**src/rtl/and_arb_pkg.sv**
```systemverilog
// Shared types, defaults and the round-robin selection function used by
// the AND-unit arbiter and other shared-resource arbiters.
package and_arb_pkg;

    localparam int DEF_N_REQ = 4;
    localparam int DEF_WIDTH = 1;
    localparam int MAX_REQ   = 8;

    typedef enum logic [1:0] {
        IDLE = 2'd0,
        LOAD = 2'd1,
        EXEC = 2'd2,
        RESP = 2'd3
    } state_t;

    // First set bit of valid at or after ptr, wrapping modulo n; 0 if none set.
    function automatic int unsigned rr_pick(input logic [MAX_REQ-1:0] valid,
                                            input int unsigned        ptr,
                                            input int unsigned        n);
        int unsigned pick;
        int unsigned idx;
        logic        found;
        pick  = 0;
        found = 1'b0;
        for (int unsigned k = 0; k < MAX_REQ; k++) begin
            idx = ptr + k;
            if (idx >= n) begin
                idx = idx - n;
            end
            if (k < n && !found && ((valid >> idx) & MAX_REQ'(1)) != '0) begin
                pick  = idx;
                found = 1'b1;
            end
        end
        return pick;
    endfunction

endpackage

```
**src/rtl/rr_picker.sv**
```systemverilog
// Combinational round-robin priority select: winner index at or after ptr,
// plus a flag telling whether any requester is valid at all.
module rr_picker
    import and_arb_pkg::*;
#(
    parameter  int N_REQ = DEF_N_REQ,
    localparam int ID_W  = $clog2(N_REQ)
) (
    input  logic [N_REQ-1:0] valid,
    input  logic [ID_W-1:0]  ptr,
    output logic [ID_W-1:0]  win,
    output logic             any_valid
);

    assign win       = ID_W'(rr_pick(MAX_REQ'(valid), 32'(ptr), 32'(N_REQ)));
    assign any_valid = |valid;

endmodule

```
**src/rtl/and_unit_arbiter.sv**
```systemverilog
// Round-robin arbiter sharing one external combinational AND unit between
// N_REQ requesters: grant, registered operands, registered tagged result.
module and_unit_arbiter
    import and_arb_pkg::*;
#(
    parameter  int N_REQ = DEF_N_REQ,
    parameter  int WIDTH = DEF_WIDTH,
    localparam int ID_W  = $clog2(N_REQ)
) (
    input  logic                   clk,
    input  logic                   rst_n,
    input  logic [N_REQ-1:0]       req_valid,
    input  logic [N_REQ*WIDTH-1:0] req_a,
    input  logic [N_REQ*WIDTH-1:0] req_b,
    output logic [N_REQ-1:0]       req_ready,
    output logic [WIDTH-1:0]       unit_a,
    output logic [WIDTH-1:0]       unit_b,
    input  logic [WIDTH-1:0]       unit_out,
    output logic                   resp_valid,
    output logic [WIDTH-1:0]       resp_data,
    output logic [ID_W-1:0]        resp_id,
    input  logic                   resp_ready,
    output logic                   busy
);

    logic [1:0]       rst_sync;
    logic             core_rst_n;
    state_t           state;
    logic [ID_W-1:0]  ptr;
    logic [ID_W-1:0]  win_id;
    logic [ID_W-1:0]  pick_win;
    logic             any_valid;
    logic [WIDTH-1:0] sel_a;
    logic [WIDTH-1:0] sel_b;

    // Assert asynchronously, release two clocks after rst_n rises.
    always_ff @(posedge clk or negedge rst_n) begin
        if (!rst_n) begin
            rst_sync <= '0;
        end else begin
            rst_sync <= {rst_sync[0], 1'b1};
        end
    end

    assign core_rst_n = rst_sync[1];

    rr_picker #(
        .N_REQ(N_REQ)
    ) u_picker (
        .valid    (req_valid),
        .ptr      (ptr),
        .win      (pick_win),
        .any_valid(any_valid)
    );

    always_comb begin
        sel_a = '0;
        sel_b = '0;
        for (int i = 0; i < N_REQ; i++) begin
            if (win_id == ID_W'(i)) begin
                sel_a = req_a[i*WIDTH +: WIDTH];
                sel_b = req_b[i*WIDTH +: WIDTH];
            end
        end
    end

    always_ff @(posedge clk or negedge core_rst_n) begin
        if (!core_rst_n) begin
            state      <= IDLE;
            ptr        <= '0;
            win_id     <= '0;
            req_ready  <= '0;
            unit_a     <= '0;
            unit_b     <= '0;
            resp_valid <= 1'b0;
            resp_data  <= '0;
            resp_id    <= '0;
        end else begin
            case (state)
                IDLE: begin
                    if (any_valid) begin
                        win_id    <= pick_win;
                        req_ready <= N_REQ'(1) << pick_win;
                        state     <= LOAD;
                    end
                end
                // Operands are captured on the same edge that completes the grant handshake.
                LOAD: begin
                    unit_a    <= sel_a;
                    unit_b    <= sel_b;
                    req_ready <= '0;
                    state     <= EXEC;
                end
                EXEC: begin
                    resp_data  <= unit_out;
                    resp_id    <= win_id;
                    resp_valid <= 1'b1;
                    state      <= RESP;
                end
                RESP: begin
                    if (resp_ready) begin
                        resp_valid <= 1'b0;
                        ptr        <= (win_id == ID_W'(N_REQ - 1)) ? '0 : win_id + 1'b1;
                        state      <= IDLE;
                    end
                end
                default: state <= IDLE;
            endcase
        end
    end

    assign busy = (state != IDLE);

    // A requester must hold req_valid until its grant has been consumed.
    a_req_held: assert property (@(posedge clk) disable iff (!core_rst_n)
        (state == LOAD) |-> req_valid[win_id]);

endmodule

```
**config.mk**
```make
export PLATFORM = sky130hd
export DESIGN_NAME = and_unit_arbiter
export DESIGN_NICKNAME = d
export VERILOG_FILES = /design/src/rtl/and_arb_pkg.sv /design/src/rtl/rr_picker.sv /design/src/rtl/and_unit_arbiter.sv
export SDC_FILE = /design/constraint.sdc
export NUM_CORES = 1
export LEC_CHECK = 0
export CORE_MARGIN = 10
export CORE_UTILIZATION = 45
export CTS_BUF_LIST = sky130_fd_sc_hd__clkbuf_8
export DETAILED_ROUTE_END_ITERATION = 7
export PLACE_DENSITY = 0.77
export SETUP_SLACK_MARGIN = 0.4
export SLEW_MARGIN = 25
export SYNTH_ARGS = -nofsm -noshare
export SYNTH_HDL_FRONTEND = slang
export SYNTH_SLANG_ARGS = --single-unit
export TNS_END_PERCENT = 1
```
**constraint.sdc**
```tcl
create_clock -name clk -period 1.1 [get_ports clk]
set_input_delay 0.22 -clock clk [delete_from_list [all_inputs] [get_ports clk]]
set_output_delay 0.22 -clock clk [all_outputs]
set_load 0.005 [all_outputs]
```
==> results.cfg <==
[global_routing]
grt_max_degree = 17
grt_usage_pct = 11.3
overflow = 0
grt_pass1_vias = 1039
grt_pass1_wl_um = 4840
grt_antenna_before_repair = 0

[route]
dr_total_vias = 1061
finalWirelength_um = 2990
first_pass_iters = 4
wire_per_inst_um = 15.0
drt_iter0_markers = 18
drtAntennaViolNets = 0
viasPerCell = 5.33
drc = 0

[min_path]
min_path_type = input port to async pin

[run_status]
status = finished, violations left
violations = setup timing

[logic_synthesis]
syn-cell-area_mm2 = 0.00119
ys.warnings.count = 0
syn_nets = 148
synth_cells = 118
synth-seq-area-share_pct = 37.8
synth.distinct_cells = 35
syn_avg_cell_area_um2 = 10.1
synth_seq_cells = 18

[critical_path]
critical_path_class = flip-flop to flip-flop
cpPeakStageDelay_ns = 0.43
cp_num_buf_inv = 1
r2r_slack_ns = -0.95
end_kind = flip-flop
crit_arrival_ns = 2.24
cp.required_ns = 1.29
cpMaxStageDelayCell = or4_4
critPathMaxFanout = 3
cp_cell_sequence = inv_4 -> ha_4 -> mux2_4 -> a22o_1 -> and4_4 -> or4_4 -> o21ai_2
crit_path_start_kind = flip-flop
critPathTopFamily = simple AND/OR/NAND/NOR gates

[pwr]
ir_drop_v = 0.00216
total_power_uw = 5270
power_density_mw_per_mm2 = 2930
power.leakage_uw = 0.000833

[sta]
rsz0062_at_grt = true
period_share_pct = 187
hold_viol = 0
fin_ws_ns = -0.952
max_freq_ghz = 0.487
layout_min_cycle_time_ns = 2.05
fin_skew_ns = 0.00166
final_max_slew_viol_count = 0
setup_violations = 15
tns_ns = -6.66

[clock_tree]
clk_path_buf_depth = 2
htree_levels = 1
cts.sinks = 18
cts_tree = done
post_cts_buffers = 0
clk_root_buffer_cell = clkbuf_8
cts.clk_slew.worst_paths_ns = 0.07
clock_latency_ns = 0.25
ctsHoldBuffers = 0
cts_buffers = 3

[flow_run]
max-cap-violations = 0

[floorplan]
io-pin-count = 27
rows = 18
core_mm2 = 0.00250
die_y_um = 71.5
die_w_um = 71.5
dieArea_mm2 = 0.00511
start_util_pct = 47.6

[place]
gp_congestion = 0.840
placed_cell_area_mm2 = 0.00166
dp_hpwl_um = 2300
numPortBuffers = 26
placed_cells = 195

[cells_and_area]
postLayoutCoreUtil_pct = 71.8
drive_gt1_share_pct = 45.0
nets = 200
num_antenna_cells = 0
area_delta_synth_final_pct = 50.7
nFillCells = 179
stdcell_area_mm2 = 0.00180
final_cell_count_no_fill = 199
-- registers in the layout, summed over array words and instances, names as in the netlist --
name        flops
resp_valid      1
unit_b          1
rst_sync        2
resp_data       1
unit_a          1
win_id          2
state           2
req_ready       4
resp_id         2
ptr             2
-- cell usage in the layout (no fill, tap or decap), types with 2 or more instances in the layout --
master,n
mux2_4,6
o211ai_1,2
o21ai_1,3
nor2_1,3
ha_4,3
nand3b_1,2
a21oi_2,2
clkdlybuf4s50_1,11
ha_1,7
o31ai_2,2
o21ai_2,2
inv_2,3
ha_2,4
a21oi_1,7
inv_1,6
o21ai_0,5
nand2_1,13
mux2_2,4
o21a_1,2
clkbuf_8,4
buf_4,21
dfrtp_1,18
dlygate4sd2_1,4
buf_2,10
-- final timing paths --
kind,from,end,cells past startpoint
hold / removal,rst_n,rst_sync[1],1
hold reg to reg,rst_sync[1],resp_id[1],1
setup / recovery,ptr[0],req_ready[0],7
setup reg to reg,ptr[0],req_ready[0],7
min in group clk,rst_sync[0],rst_sync[1],0
max in group asynchronous,rst_sync[1],req_ready[3],1
-- report_power, final --
group	leakage (µW)	internal (µW)	switching [µW]
logic	0.000586	1900	1690
registers	0.000218	963	171
clock network	0.0000288	318	227
total	0.000833	3180	2080
-- metrics by stage --
stage               setup slack [ns]  hold slack [ns]
global route                   -1.02            0.121
CTS                           -0.960            0.130
detailed placement             -1.03            0.190
finish                        -0.952            0.129
global placement              -0.932            0.182
floorplan                      -1.07          -0.0756
-- routing by layer --
metal  vias up  global-route usage [%]  routed length, µm
li1        525                       -                  -
met1       514                    13.4               1280
met2        18                    19.7               1550
met3         4                    3.99                130
met4         0                    1.29                 21
met5         -                       0                  0
-- cells in the mapped netlist, drive strengths merged --
cell | number | share of area (%)
dfrtp | 18 | 38
ha | 14 | 15
nand2 | 14 | 4.4
inv | 10 | 3.2
mux2 | 10 | 10
o21ai | 10 | 4.2
a21oi | 9 | 3.8
nor2 | 3 | 0.95
and3 | 2 | 1.2
nand2b | 2 | 1.1
nand3b | 2 | 1.3
o211ai | 2 | 1.3
o21a | 2 | 1.3
o31ai | 2 | 1.3
a211oi | 1 | 0.63
a21boi | 1 | 0.63
a22o | 1 | 0.74
a22oi | 1 | 0.63
a2bb2oi | 1 | 0.74
a31o | 1 | 0.74
a32oi | 1 | 0.74
and4 | 1 | 0.95
buf | 1 | 0.95
conb | 1 | 0.31
mux4 | 1 | 2.2
nor2b | 1 | 0.53
nor3 | 1 | 0.42
nor4 | 1 | 0.53
o22ai | 1 | 0.53
o2bb2ai | 1 | 0.74
or2b | 1 | 0.74
or4 | 1 | 0.95
-- repair_timing --
action,4_1_cts,5_1_grt
endpoints found under the setup margin,27,27
pin swaps,6,3
gates resized for setup,66,13
-- cell type report --
type                            count  area [µm²]  area share, %
Timing Repair Buffer               48         377           21.0
Sequential cell                    18         450           25.1
Clock buffer                        4        55.1           3.07
Multi-Input combinational cell     89         836           46.6
Inverter                           10        40.0           2.23
Tap cell                           30        37.5           2.09
-- cells by family after synthesis --
kind of cell	count (synthesis)	synth area share, %
adders and majority gates	14	14.7
muxes	11	12.3
buffers and inverters	11	4.10
AOI/OAI and AO/OA	34	17.9
other	1	0.315
DFF	18	37.8
and+or+nand+nor	29	12.9
Power figures use the tool's default switching activity.
